### src/rtl/serial_adder.sv
// serial_adder: bit-serial adder, one full_adder cell plus a carry flip-flop, LSB first
module full_adder (
  input  logic a,
  input  logic b,
  input  logic c,
  output logic sum,
  output logic carry
);
  assign sum   = a ^ b ^ c;
  assign carry = (a & b) | (c & (a ^ b));
endmodule

module serial_adder #(
  parameter int WIDTH = 8
) (
  input  logic             clk,
  input  logic             rst_n,
  input  logic             start,
  input  logic [WIDTH-1:0] a,
  input  logic [WIDTH-1:0] b,
  input  logic             cin,
  output logic             busy,
  output logic             done,
  output logic [WIDTH-1:0] sum,
  output logic             cout
);
  localparam int CW = WIDTH > 1 ? $clog2(WIDTH) : 1;
  typedef enum logic [1:0] {IDLE, RUN, DONE} state_t;
  state_t           state, state_nx;
  logic [WIDTH-1:0] shift_a, shift_b, shift_s, next_s;
  logic [CW-1:0]    count;
  logic             carry, fa_sum, fa_carry, last, load;
  full_adder u_fa (
    .a     (shift_a[0]),
    .b     (shift_b[0]),
    .c     (carry),
    .sum   (fa_sum),
    .carry (fa_carry)
  );
  assign last   = count == CW'(WIDTH - 1);
  assign load   = start && state != RUN;
  assign next_s = (shift_s >> 1) | (WIDTH'(fa_sum) << (WIDTH - 1));
  // state register
  always_ff @(posedge clk or negedge rst_n)
    if (!rst_n) state <= IDLE;
    else        state <= state_nx;
  // IDLE and DONE both accept a new start; RUN ends on the last bit
  always_comb
    state_nx = state == RUN ? (last ? DONE : RUN) : (start ? RUN : IDLE);
  // status decoded straight from the registered state
  always_comb begin
    busy = state == RUN;
    done = state == DONE;
  end
  // operand load, per-bit shifting, and result capture on the final bit
  always_ff @(posedge clk or negedge rst_n)
    if (!rst_n) begin
      shift_a <= '0;
      shift_b <= '0;
      shift_s <= '0;
      carry   <= 1'b0;
      count   <= '0;
      sum     <= '0;
      cout    <= 1'b0;
    end else if (load) begin
      shift_a <= a;
      shift_b <= b;
      carry   <= cin;
      count   <= '0;
    end else if (state == RUN) begin
      shift_a <= shift_a >> 1;
      shift_b <= shift_b >> 1;
      shift_s <= next_s;
      carry   <= fa_carry;
      count   <= count + CW'(1);
      if (last) begin
        sum  <= next_s;
        cout <= fa_carry;
      end
    end
endmodule

### config.mk
export PLATFORM = sky130hd
export DESIGN_NAME = serial_adder
export DESIGN_NICKNAME = d
export VERILOG_FILES = /design/src/rtl/serial_adder.sv
export SDC_FILE = /design/constraint.sdc
export NUM_CORES = 1
export LEC_CHECK = 0
export CAP_MARGIN = 10
export CORE_MARGIN = 5
export CORE_UTILIZATION = 56
export DETAILED_ROUTE_END_ITERATION = 10
export HOLD_SLACK_MARGIN = 0.03
export PLACE_DENSITY_LB_ADDON = 0.08
export SYNTH_ARGS = -nofsm -noshare
export SYNTH_HDL_FRONTEND = slang
export SYNTH_SLANG_ARGS = --single-unit
### constraint.sdc
create_clock -name clk -period 4.5 [get_ports clk]
set_clock_uncertainty 0.2 [all_clocks]
set_input_delay 0.9 -clock clk [delete_from_list [all_inputs] [get_ports clk]]
set_output_delay 0.9 -clock clk [all_outputs]
set_load 0.005 [all_outputs]
==> out/metrics.cfg <==
[route]
totalWireLength_mm=3.11
vias=969
ant_nets=0
drtIter0Drc=43
via_per_inst=5.15
drc_errors=0
routedWlPerCell_um=16.6
drt-pass1-iter-count=4

[synth]
yosysSeqAreaShare=0.524
ys_types=13
synth-simple-area-share=0.0255
synth-adder-area-share=0.0248
ys.flop_type=dfrtp_1
synth_fp_nets=133
synthArstFlopShare=1.00
postSynthAreaPerCell_um2=16.5
synth_compound_area_frac=0
ys_top_cells_by_area=dfrtp_1 (52%), mux2_4 (26%), mux2_2 (9.9%), buf_6 (3.1%), mux2i_1 (2.2%)
synth-xor-area-share=0
synth_top_area_share=0.524
ys_ff_latch=38
postSynthCellCount=110
synth_edf_count=0
yosys-mux-area-fraction=0.386
synth_area_leader_cell=dfrtp_1
synth_top_family_by_area=multiplexers
yosys_warnings=0
synth.cell_area_um2=1820

[timing]
final.setup.tns_ns=0
hold_viol=0
finalWorstSetupSlack_ns=1.82
drv_slew=0
rsz0062_at_grt=no
fin_hold_ws_ns=0.319
fmax_mhz=373
finalSetupViolCount=0
worst_slew_pin_slew_ns=0.829
relSlewSlack=0.447
min_period_ns=2.68
period_share=0.595

[global_routing]
grt_use_total=0.164
met2_usage=0.259
grt_pass1_vias=1096
grt_overflow=0
use_met1=0.209
antenna_found_initial=0
busiest_layer=met2
use_met3=0.0472
grt_max_degree=39
grt_pass1_wl_mm=5.34

[worst_setup_path]
path_max_fanout=4
reg2reg_from=count[0]
cp.arrival_ns=1.58
worstPathCellList=nand2b_1 -> inv_1 -> clkdlybuf4s50_1
worstSetupPathType=reg -> out
start_kind=flop
crit_path_end_kind=primary output
required_ns=3.40
crit_start=state[1]
ff2ff_setup_slack_ns=2.52
r2r_cells=4
rr_endpoint=sum[0]
crit_end=busy
slowest_stage=clkdlybuf4s50_1
cpPeakStageDelay_ns=0.53

[cts]
holdBufCountCts=0
cts_made_buffers=5
clock-sinks=38
h-tree-depth=2
clk_latency_ns=0.34
cts_root_buf=clkbuf_4
cts-resized-gates=0
clkSlewWorstSetupHoldPaths_ns=0.12
cts_tree=yes
cts.path.max_buffers=2
post_cts_buffers=0

[floorplan]
fp.dieW_um=66.9
core_area_um2=3080
start_util=0.590
dieArea_um2=4480
die_h_um=66.9
ios=31
rows=20

[power]
leakagePower_nw=1.05
p_per_area_nw_per_um2=663
worst_ir_drop_vdd_v=0.000380
power_mw=1.48

[finish]
num_antenna_cells=0
final_cell_mix=dfrtp_1 (38), mux2_4 (32), clkdlybuf4s50_1 (29)
postLayoutCoreUtil=0.725
layout_commonest_cell=dfrtp_1
instances_no_fill=188
fin_nets=166
area_delta_synth_final_pct=22.9
stdcell_area_um2=2230
drive_above_1_share=0.410

[placement]
io_buffers=30
placed_cells=180
dp_hpwl_mm=2.07
dpl-instance-area_um2=2120
pre_cts_slack_ns=1.85
gp_congestion=0.661

[outcome]
status=finished, final reports clean

[flow_run]
max-cap-violations=0

[min_path]
hp-class=reg -> reg

-- state kept, by name, summed over array words and instances (netlist names) --
register	flops
state	2
carry	1
shift_b	8
shift_a	8
cout	1
count	3
sum	8
shift_s	7
-- Yosys cell counts (2+ instances only) --
library cell / instances
ha_1: 2
nand2b_1: 2
mux2_4: 32
mux2i_1: 4
nor2_1: 2
mux2_2: 16
nor2b_1: 3
dfrtp_1: 38
inv_1: 3
buf_6: 5
-- routing by layer --
metal,wire (µm),vias to the layer above
met2,1500,24
met4,50,0
met3,172,7
li1,-,449
met5,0,-
met1,1390,489
-- where the power goes --
part	total, mW	switching, mW	internal (mW)
logic	0.597	0.191	0.406
clock network	0.301	0.113	0.188
registers	0.582	0.0887	0.493
total	1.48	0.393	1.09
-- critical path: cells and delay by family, from the launching register on --
| kind | cells | cell delay (ns) |
|---|---|---|
| buf+inv | 2 | 0.67 |
| flops | 1 | 0.40 |
| simple gates | 1 | 0.16 |
-- kinds of logic (layout without fill, tap and decap cells) --
logic type | Yosys count | count (layout)
buffers and inverters | 9 | 43
multiplexers | 52 | 52
adder cells (fa/ha/maj) | 3 | 3
AND/OR/NAND/NOR | 8 | 8
flip-flops | 38 | 38
-- how the worst min path moves through the flow --
stage,start,to,slack [ns],cells after the start
final,count[0],count[0],0.32,1
after global routing,cout,cout,0.33,1
after CTS,shift_s[1],shift_s[1],0.32,1
after detailed placement,shift_a[4],shift_a[3],0.29,1
after global placement,count[0],count[0],0.28,1
after floorplan,count[0],count[0],0.25,1
-- final cells by class --
type / instances / area [µm²]
clock inverter: 2 / 60.1
fill: 213 / 847
tap: 44 / 55.1
inverter: 3 / 11.3
multi-input combinational: 63 / 792
sequential: 38 / 951
timing repair buffer: 32 / 310
clock buffer: 6 / 51.3
Power figures use the tool's default switching activity.
